**src/rtl/fir_ctrl_pkg.sv**
```systemverilog
// Shared types and constants for the FIR sequencer/configurator.
// Sample/coefficient width, tap count, coefficient type and FSM states.
package fir_ctrl_pkg;

    localparam int NB    = 11;
    localparam int NTAPS = 9;
    localparam int AW    = 4;

    typedef logic signed [NB-1:0] coef_t;

    typedef enum logic [1:0] {
        RUN,
        DRAIN,
        SWAP,
        FLUSH
    } state_t;

endpackage

```
**src/rtl/fir_coef_bank.sv**
```systemverilog
// Shadow and active coefficient banks with atomic swap.
// Writes land in the shadow bank; swap copies all taps at once.
module fir_coef_bank
    import fir_ctrl_pkg::*;
(
    input  logic                  clk,
    input  logic                  rst,
    input  logic                  we,
    input  logic [AW-1:0]         addr,
    input  coef_t                 data,
    input  logic                  swap,
    output logic [NTAPS*NB-1:0]   h_out
);

    coef_t shadow [NTAPS];
    coef_t active [NTAPS];

    // shadow write decode and whole-bank swap into the active set
    always_ff @(posedge clk or posedge rst) begin
        if (rst) begin
            for (int i = 0; i < NTAPS; i++) begin
                shadow[i] <= '0;
                active[i] <= '0;
            end
        end else begin
            if (we && (addr < AW'(NTAPS))) begin
                shadow[addr] <= data;
            end
            if (swap) begin
                for (int i = 0; i < NTAPS; i++) begin
                    active[i] <= shadow[i];
                end
            end
        end
    end

    // pack active taps, H0 in the low bits
    always_comb begin
        for (int i = 0; i < NTAPS; i++) begin
            h_out[i*NB +: NB] = active[i];
        end
    end

endmodule

```
**src/rtl/fir_seq_ctrl.sv**
```systemverilog
// Sample sequencer and coefficient configurator for the FIR datapath.
// Drains, swaps banks and flushes the delay line on every commit.
module fir_seq_ctrl
    import fir_ctrl_pkg::*;
#(
    parameter int MAX_INFLIGHT = 16,
    parameter bit FLUSH_EN     = 1'b1
) (
    input  logic                  CLK,
    input  logic                  RST,
    input  logic [NB-1:0]         S_DATA,
    input  logic                  S_VALID,
    output logic                  S_READY,
    input  logic                  CFG_WE,
    input  logic [AW-1:0]         CFG_ADDR,
    input  logic [NB-1:0]         CFG_DATA,
    input  logic                  CFG_COMMIT,
    output logic                  CFG_BUSY,
    output logic [NTAPS*NB-1:0]   H_OUT,
    output logic [NB-1:0]         FIR_DIN,
    output logic                  FIR_VIN,
    input  logic [NB-1:0]         FIR_DOUT,
    input  logic                  FIR_VOUT,
    output logic [NB-1:0]         M_DATA,
    output logic                  M_VALID,
    output logic                  ERR
);

    localparam int IW = $clog2(MAX_INFLIGHT + 1);
    localparam int CW = $clog2(NTAPS + 1);

    state_t         state;
    state_t         state_nx;
    logic [IW-1:0]  inflight;
    logic [CW-1:0]  discard;
    logic [CW-1:0]  flush_cnt;
    logic           can_accept;
    logic           flush_issue;
    logic           busy;
    logic           hs;
    logic           issue;
    logic           ret;

    assign hs    = S_VALID && S_READY;
    assign issue = hs || flush_issue;
    assign ret   = FIR_VOUT && (inflight != '0);

    // state register
    always_ff @(posedge CLK or posedge RST) begin
        if (RST) begin
            state <= RUN;
        end else begin
            state <= state_nx;
        end
    end

    // next-state logic
    always_comb begin
        state_nx = state;
        unique case (state)
            RUN: begin
                if (CFG_COMMIT) begin
                    state_nx = DRAIN;
                end
            end
            DRAIN: begin
                if ((inflight == '0) && !FIR_VIN) begin
                    state_nx = SWAP;
                end
            end
            SWAP: begin
                state_nx = FLUSH_EN ? FLUSH : RUN;
            end
            FLUSH: begin
                if ((flush_cnt == CW'(NTAPS)) &&
                    (inflight == '0) && (discard == '0)) begin
                    state_nx = RUN;
                end
            end
            default: state_nx = RUN;
        endcase
    end

    // state-decoded outputs; ready has no path from S_VALID
    always_comb begin
        busy        = (state != RUN);
        can_accept  = (state == RUN) &&
                      (inflight < IW'(MAX_INFLIGHT));
        flush_issue = (state == FLUSH) &&
                      (flush_cnt < CW'(NTAPS));
        S_READY     = can_accept && !RST;
        CFG_BUSY    = busy;
    end

    // issue register towards the filter, samples or flush zeros
    always_ff @(posedge CLK or posedge RST) begin
        if (RST) begin
            FIR_VIN <= 1'b0;
            FIR_DIN <= '0;
        end else begin
            FIR_VIN <= issue;
            if (hs) begin
                FIR_DIN <= S_DATA;
            end else if (flush_issue) begin
                FIR_DIN <= '0;
            end
        end
    end

    // in-flight accounting and sticky underflow error
    always_ff @(posedge CLK or posedge RST) begin
        if (RST) begin
            inflight <= '0;
            ERR      <= 1'b0;
        end else begin
            if (issue && !ret) begin
                inflight <= inflight + IW'(1);
            end else if (!issue && ret) begin
                inflight <= inflight - IW'(1);
            end
            if (FIR_VOUT && (inflight == '0)) begin
                ERR <= 1'b1;
            end
        end
    end

    // flush zero counter, restarted on every swap
    always_ff @(posedge CLK or posedge RST) begin
        if (RST) begin
            flush_cnt <= '0;
        end else if (state == SWAP) begin
            flush_cnt <= '0;
        end else if (flush_issue) begin
            flush_cnt <= flush_cnt + CW'(1);
        end
    end

    // output forwarding with masking of stale flush results
    always_ff @(posedge CLK or posedge RST) begin
        if (RST) begin
            discard <= '0;
            M_VALID <= 1'b0;
            M_DATA  <= '0;
        end else begin
            if ((state == SWAP) && FLUSH_EN) begin
                discard <= CW'(NTAPS);
            end else if (FIR_VOUT && (discard != '0)) begin
                discard <= discard - CW'(1);
            end
            M_VALID <= FIR_VOUT && (discard == '0);
            if (FIR_VOUT && (discard == '0)) begin
                M_DATA <= FIR_DOUT;
            end
        end
    end

    fir_coef_bank u_bank (
        .clk   (CLK),
        .rst   (RST),
        .we    (CFG_WE && !busy),
        .addr  (CFG_ADDR),
        .data  (CFG_DATA),
        .swap  (state == SWAP),
        .h_out (H_OUT)
    );

endmodule

```
**config.mk**
```make
export PLATFORM = sky130hd
export DESIGN_NAME = fir_seq_ctrl
export DESIGN_NICKNAME = d
export VERILOG_FILES = /design/src/rtl/fir_ctrl_pkg.sv /design/src/rtl/fir_coef_bank.sv /design/src/rtl/fir_seq_ctrl.sv
export SDC_FILE = /design/constraint.sdc
export NUM_CORES = 1
export LEC_CHECK = 0
export BUFFER_PORTS_ARGS = -buffer_cell sky130_fd_sc_hd__buf_2
export CAP_MARGIN = 5
export CELL_PAD_IN_SITES_DETAIL_PLACEMENT = 0
export CELL_PAD_IN_SITES_GLOBAL_PLACEMENT = 1
export CORE_ASPECT_RATIO = 1.4
export CORE_MARGIN = 1
export CORE_UTILIZATION = 49
export CTS_CLUSTER_SIZE = 14
export DETAILED_ROUTE_END_ITERATION = 10
export PLACE_DENSITY = 0.94
export SETUP_SLACK_MARGIN = 0.02
export SLEW_MARGIN = 15
export SYNTH_ARGS = -nofsm -noshare
export SYNTH_HDL_FRONTEND = slang
export SYNTH_SLANG_ARGS = --single-unit
export TNS_END_PERCENT = 5
```
**constraint.sdc**
```tcl
create_clock -name CLK -period 15.9 [get_ports CLK]
set_clock_uncertainty 0.1 [all_clocks]
set_input_delay 3.18 -clock CLK [delete_from_list [all_inputs] [get_ports CLK]]
set_output_delay 3.18 -clock CLK [all_outputs]
set_load 0.05 [all_outputs]
```
After elaboration in Yosys (flattened, before gate mapping)
Cells that the tools add are included.
{"block": "op_classes", "add_sub_neg": 4, "n_eq_ne": 7, "muxes": 15, "magnitude_cmp": 5, "n_reduce_logical": 33, "bitwise": 1}
{"op": "$bwmux W99", "n": 1}
{"op": "$demux W11 S4", "n": 1}
{"op": "$mux W11", "n": 3}
{"op": "$logic_and A1 B1 Y1", "n": 16}
{"op": "$mux W4", "n": 4}
{"op": "$mux W5", "n": 2}
{"op": "$reduce_bool A2 Y1", "n": 5}
{"op": "$lt A4 B4 Y1 const B", "n": 2}
{"op": "$pmux W2 S4", "n": 1}
{"op": "$mux W2", "n": 3}
{"op": "$ne A2 B2 Y1 const B", "n": 3}
{"op": "$add A5 B1 Y5 const B", "n": 1}
{"op": "$ge A5 B5 Y1 const B", "n": 1}
{"op": "$logic_not A1 Y1", "n": 5}
{"op": "$logic_not A5 Y1", "n": 1}
{"op": "$lt A5 B1 Y1 const B", "n": 1}
{"op": "$lt A5 B5 Y1 const B", "n": 1}
{"op": "$not A4 Y5", "n": 1}
{"op": "$reduce_bool A5 Y1", "n": 1}
{"op": "$sub A5 B1 Y5 const B", "n": 1}
{"op": "$add A4 B1 Y4 const B", "n": 1}
{"op": "$eq A2 B2 Y1 const B", "n": 2}
{"op": "$eq A4 B4 Y1 const B", "n": 1}
{"op": "$logic_not A4 Y1", "n": 1}
{"op": "6 further kinds", "n": 6}
{"block": "word_totals", "wordCells": 92, "out_inout_bits": 126, "input_bits": 43, "ff_bits": 238}

Longest topological paths before layout
Gate-level depths: netlist (run 1).
{"block": "logic_depth", "depth_word": 9, "depth_mapped": 14, "depth_no_buf": 13}

Hierarchy
Synthesis (run 1) repeated with hierarchy kept, for this count alone.
{"block": "unflattened", "cells_unflattened": 587, "hier_area_um2": 9317.7}
{"mod": "fir_coef_bank", "n_inst": 1, "area_each_um2": 7402.1, "seq_area_each_um2": 4954.8, "cells_per_inst": 432}
{"mod": "fir_seq_ctrl", "n_inst": 1, "area_each_um2": 1915.6, "seq_area_each_um2": 1001.0, "cells_per_inst": 155}

Worst setup path before layout (run 1)
Ideal clock, no wire load.
{"block": "synth_path", "path_kind": "input -> output", "from": "in RST", "to": "out S_READY", "path_slack_ps": 8330, "required_ps": 12620, "arrival_ps": 4290, "cell_stages": 1, "path_buffers": 0, "path_cell_list": "nor3_1"}
{"block": "synth_between", "elab_chain_len": 2}
{"element": "from (decl)", "line": "fir_seq_ctrl.sv:10", "rtl": "input logic RST,"}
{"element": "$logic_not A1 Y1 (no line)"}
{"element": "$logic_and A1 B1 Y1", "line": "fir_seq_ctrl.sv:91", "rtl": "S_READY = can_accept && !RST;"}
{"element": "to (decl)", "line": "fir_seq_ctrl.sv:13", "rtl": "output logic S_READY,"}
No other way between the ends.

Worst setup path after layout (run 1)
Ends and elaborated chain as after synthesis.

==> results.txt, run 1 <==
Outcome: finished, violations left
Failing checks: DRC
First drt pass iteration count: 7
CP Cell Sequence: buf_2 -> nor3_1 -> buf_2
HP Class: flip-flop to flip-flop
DR iter-0 viols: 232
Fillers: 1443
Initial antenna violation count: 0
Clock Path Buffers: 3
Final hold vios: 0
Achievable Freq: 140.2 MHz
Flops & latches, synth: 238
Wire length per cell: 19.40 µm
ANT cells: 0
Fin Hold WS: 0.3831 ns
Largest net degree at the start of global routing: 150
Nets: 819
# DRC: 2
Post CTS Setup Buffer Count: 0
First-pass GRT wire length: 31190 µm
Most frequent cells in the layout: 238 x dfrtp_1, 210 x mux2_2, 168 x buf_2
Vias in the first global route: 5792
Fin crit share: 0.4485
Slowest stage cell, crit path: buf_2
Syn Area/Cell: 15.69 µm²
Stages on the worst setup path: 3
Buf+Inv Stages, Crit Path: 2
Sequential-to-total area share from yosys stat: 0.6446
Count of max-cap constraint violations: 0
Slew HR: 0.3215
CTS Buf Count: 23
Crit path max fanout: 3
Die H: 164.5 µm
CP peak stage delay: 0.32 ns
CTS Hold Bufs: 0
RePlAce Congestion: 0.7584
Post-Syn Instances: 589
Wire length after detailed routing: 19790 µm
Gr usage total: 0.2064
Synth-to-layout area growth: 20.54%
Syn Nets: 647
Final ANT Viol Nets: 0
Crit path kind: primary input to primary output
Critical Path Sink Type: primary output
Multi-input gate area: 0.003152 mm²
Fraction of layout cells with a size suffix above 1: 0.5490
Die X-Extent: 118.1 µm
Clock period minus worst slack: 7.132 ns
Clock-pin slew on the worst setup and hold paths: 0.06 ns
Leakage power: 5.762 nW
Post-cts sizing count: 0
Final worst slack: 8.768 ns
Most common cell after layout, fill and taps aside: dfrtp_1
Final Max Slew Viols: 0
Hold Crit Depth: 2
CP startpoint kind: primary input
Die area: 0.01942 mm²
FP Rows: 59
Worst EP arrival: 3.85 ns
Root buf cell: clkbuf_16
FF+latch area: 0.005956 mm²
Final HPWL from detailed placement: 13340 µm
Setup TNS: 0 ns
HP Start: ERR
Via/cell ratio: 5.350
Port bufs: 168
Clock Sinks: 238
RSZ-0062 raised after global routing: false
Mapped Area: 0.009239 mm²
CTS tree: yes
GRT overflow: 0
Reg2Reg Depth: 13
Later-pin clock latency in the skew report: 0.49 ns
Core Region: 0.01853 mm²
Library cells used by synthesis: 36
Setup Viol. Count Final: 0
CP required: 12.62 ns
Pre-CTS setup slack: 8.776 ns
PwrDens: 246.7 mW/mm²
Crit path launch: RST
Maximum VDD drop: 0.1940 mV
Crit path max-delay family: buffers and inverters
Yosys warns: 0
Worst Max-Slew Pin Slew: 1.018 ns
IO Count: 169
Worst reg2reg path startpoint: flush_cnt[0]
Initial Utilization: 0.4986
H-tree Lvls: 1
Most frequent CP cell: buf_2
Vias: 5457
[synthesized netlist by cell type (all sizes together)]
library cell,instances,area share
dfrtp,238,0.64
mux2,211,0.26
clkbuf,22,0.0089
ha,14,0.019
inv,13,0.0053
a22o,11,0.010
nand2,9,0.0037
nor2,9,0.0037
nor3,8,0.0043
a21oi,5,0.0027
o21ai,5,0.0027
buf,4,0.0020
nand3,4,0.0022
xor2,4,0.0038
mux2i,3,0.0033
o31ai,3,0.0024
xnor2,3,0.0028
a21o,2,0.0016
and3,2,0.0014
nand2b,2,0.0014
nand3b,2,0.0016
nor2b,2,0.0014
o211ai,2,0.0016
a2111oi,1,0.00095
a21boi,1,0.00081
a311oi,1,0.00095
and2,1,0.00068
fa,1,0.0022
nand4,1,0.00068
nor4,1,0.00068
o21bai,1,0.00081
o41ai,1,0.0018
or3b,1,0.00095
or4,1,0.0012
[worst min-delay path, cell delays in order (launching register included)]
cell and delay [ns]:
dfrtp_1 0.35, inv_1 0.05, o31ai_1 0.05
[registers in the layout, indices dropped and copies added (netlist names)]
register	flops
u_bank.shadow	99
M_VALID	1
u_bank.h_out	99
inflight	5
FIR_DIN	11
FIR_VIN	1
flush_cnt	4
discard	4
ERR	1
state	2
M_DATA	11
[worst paths after layout]
check / to / slack [ns]
min: ERR / 0.38
min in group asynchronous: FIR_VIN / 2.82
max in group asynchronous: u_bank.h_out[56] / 11.55
max: S_READY / 8.77
max reg2reg: inflight[4] / 12.19
min reg2reg: ERR / 0.38
[kinds of logic after synthesis]
kind of cell / share of synthesized area
buffers and inverters: 0.01625
AOI/OAI and AO/OA: 0.02681
DFF: 0.6446
adders and majority gates: 0.02113
xor gates and xnor gates: 0.006636
and+or+nand+nor: 0.02370
muxes: 0.2608
[final cells by class]
type	count	area share
repair buffers	173	0.07920
flip-flops and latches	238	0.5348
well taps	244	0.02741
inverters	13	0.005056
clock buffers	33	0.06044
multi-input cells	312	0.2830
clock inverters	7	0.01011
[power breakdown]
part / internal, mW / switching (mW) / leakage, nW
combinational: 0.398 / 0.779 / 2.24
clock: 0.342 / 0.218 / 0.386
sequential: 0.866 / 0.146 / 3.13
[stage by stage]
step | instances | cell area, µm² | power, mW | util
global route | 1020 | 11140 | 2.877 | 0.6011
finish | 1020 | 11140 | 2.748 | 0.6011
CTS | 1020 | 11130 | 2.774 | 0.6009
detailed placement | 980 | 10350 | 2.204 | 0.5584
global placement | 980 | 10350 | 2.140 | 0.5584
floorplan | 589 | 9239 | 1.908 | -
[layer usage]
| metal | global-route usage | wire [µm] | vias up |
|---|---|---|---|
| met5 | 0 | 0 | - |
| met4 | 0.06177 | 438 | 0 |
| met3 | 0.04040 | 1021 | 35 |
| met2 | 0.3743 | 10450 | 158 |
| met1 | 0.2484 | 7880 | 2841 |
| li1 | - | - | 2423 |
(Power assumes the default switching activity.)
==> run 2: changes to the inputs <==
CORE_UTILIZATION = 46   (was 49)
PLACE_DENSITY = 0.89   (was 0.94)
clock period = 7.07 ns   (was 15.9 ns; I/O delays follow)
==> run 2 against run 1 <==
Against the previous run:
- the flow now finishes without violations
- sequential cell count did not move
- hold slack got worse by 0.018 ns
- design area up 0.55%
- combinational power increased by 120%
- sequential power is 120% higher
- die area rose by 6.4%
- largest power group unchanged
==> results.txt, run 2 (synthesis gave the netlist of run 1 again) <==
Final Power: 6.176 mW (+120%)
Most common cell after layout, fill and taps aside: dfrtp_1
Final hold vios: 0 (unchanged)
Vias: 5277 (-3.3%)
Fin crit share: 0.5145
Post CTS Setup Buffer Count: 0 (unchanged)
Post-cts sizing count: 0 (unchanged)
# DRC: 0 (-2)
Reg2Reg Depth: 13 (unchanged)
Clock-pin slew on the worst setup and hold paths: 0.06 ns (about the same)
Initial Utilization: 0.4674 (-0.03124)
Final ANT Viol Nets: 0 (unchanged)
Wire length per cell: 18.42 µm (-5.0%)
Clock Sinks: 238 (unchanged)
Maximum VDD drop: 0.2815 mV (+45%)
RePlAce Congestion: 0.7505 (-1.0%)
Clock Path Buffers: 3 (unchanged)
FP Rows: 61 (+3.4%)
Crit path kind: flip-flop to flip-flop
DR iter-0 viols: 200 (-14%)
Leakage power: 5.789 nW (+0.47%)
Setup Viol. Count Final: 0 (unchanged)
Achievable Freq: 274.9 MHz
First-pass GRT wire length: 29640 µm (-5.0%)
Worst EP arrival: 3.90 ns (+0.05 ns)
Vias in the first global route: 5303 (-8.4%)
GRT overflow: 0 (unchanged)
Largest net degree at the start of global routing: 111 (-26%)
CP startpoint kind: flip-flop
RSZ-0062 raised after global routing: false
Port bufs: 168 (unchanged)
Die X-Extent: 121.8 µm (+3.2%)
Die area: 0.02066 mm² (+6.4%)
Core Region: 0.01977 mm² (+6.7%)
Nets: 821 (+0.24%)
Initial antenna violation count: 2 (+2)
Slew HR: 0.3795 (+0.05804)
PwrDens: 551.5 mW/mm² (+120%)
Via/cell ratio: 5.133 (-4.1%)
HP Class: flip-flop to flip-flop
Most frequent cells in the layout: 238 x dfrtp_1, 210 x mux2_2, 168 x buf_2
CTS Buf Count: 23 (unchanged)
Critical path destination: inflight[4]
CTS tree: yes
Fillers: 1642 (+14%)
Later-pin clock latency in the skew report: 0.49 ns (about the same)
H-tree Lvls: 1 (unchanged)
Final HPWL from detailed placement: 12540 µm (-6.0%)
Worst reg2reg path startpoint: flush_cnt[0]
RR Endpoint: inflight[4]
Critical Path Sink Type: flip-flop
CTS Hold Bufs: 0 (unchanged)
IO Count: 169 (unchanged)
Die H: 169.7 µm (+3.2%)
Outcome: finished clean
Fin Hold WS: 0.3650 ns (-0.01814 ns)
Setup TNS: 0 ns (unchanged)
Final Max Slew Viols: 0 (unchanged)
First drt pass iteration count: 5 (-2)
Clock period minus worst slack: 3.637 ns
Crit path max fanout: 12 (+9)
Worst Max-Slew Pin Slew: 0.9273 ns (-0.09049 ns)
Wire length after detailed routing: 18940 µm (-4.3%)
CP required: 7.33 ns (-5.29 ns)
Gr usage total: 0.1875 (-0.01890)
Crit path launch: flush_cnt[0]
Synth-to-layout area growth: 21.21%
Count of max-cap constraint violations: 0 (unchanged)
Root buf cell: clkbuf_16
Worst R2R Setup Slack: 3.43 ns (-8.76 ns)
Fraction of layout cells with a size suffix above 1: 0.5535 (+0.004579)
==> run 2: cell count changes in the layout (fill, tap and decap cells not counted), sizes merged <==
| cell | before | now |
|---|---|---|
| clkbuf | 33 | 28 |
| buf | 173 | 175 |
| bufinv | 3 | 5 |
| clkinv | 3 | 4 |
| diode | 0 | 1 |
| inv | 13 | 12 |
==> run 2: worst min-delay path by stage <==
stage / start / endpoint / slack (ns) / depth (start not counted)
floorplan: u_bank.shadow[76] / u_bank.shadow[76] / 0.37 / 1
global placement: ERR / ERR / 0.35 / 2
detailed placement: ERR / ERR / 0.36 / 2
CTS: ERR / ERR / 0.37 / 2
global route: ERR / ERR / 0.41 / 2
finish: ERR / ERR / 0.36 / 2
==> run 2: area by class of cell <==
type | instances | area [µm²] | share of cell area
Inverter | 13 | 52.55 | 0.004693
Antenna cell | 1 | 2.502 | 0.0002235
Clock inverter | 9 | 170.2 | 0.01520
Sequential cell | 238 | 5956 | 0.5318
Tap cell | 252 | 315.3 | 0.02816
Multi-Input combinational cell | 312 | 3152 | 0.2815
Clock buffer | 28 | 644.4 | 0.05754
Timing Repair Buffer | 175 | 905.9 | 0.08089
==> run 2: routing by layer <==
| layer | GRT usage | wire length (µm) |
|---|---|---|
| met1 | 0.2457 | 8083 |
| met2 | 0.3137 | 9503 |
| met3 | 0.04503 | 1142 |
| met4 | 0.04026 | 194 |
| met5 | 0 | 10 |
==> run 2: power by group <==
group / switching [mW] / internal, mW
clock network: 0.489 / 0.823
registers: 0.302 / 1.95
logic: 1.72 / 0.891
==> run 2: per-stage QoR <==
stage / setup WS, ns / instance area, µm² / instances / utilization
2_1_floorplan: 2.224 / 9243 / 589 / -
3_3_place_gp: 3.231 / 10380 / 990 / 0.5252
3_5_place_dp: 3.039 / 10380 / 990 / 0.5252
4_1_cts: 3.404 / 11200 / 1027 / 0.5664
5_1_grt: 3.249 / 11200 / 1027 / 0.5664
6_report: 3.433 / 11200 / 1028 / 0.5665
==> run 2: critical path: stages (launching register included) <==
cell	delay [ns]
dfrtp_1	0.39
inv_1	0.09
ha_1	0.19
nor2b_1	0.14
o21ai_0	0.50
a21boi_0	0.27
buf_4	0.22
inv_1	0.08
ha_1	0.24
inv_1	0.18
ha_1	0.30
a21o_1	0.20
a2111oi_0	0.47
o31ai_1	0.14
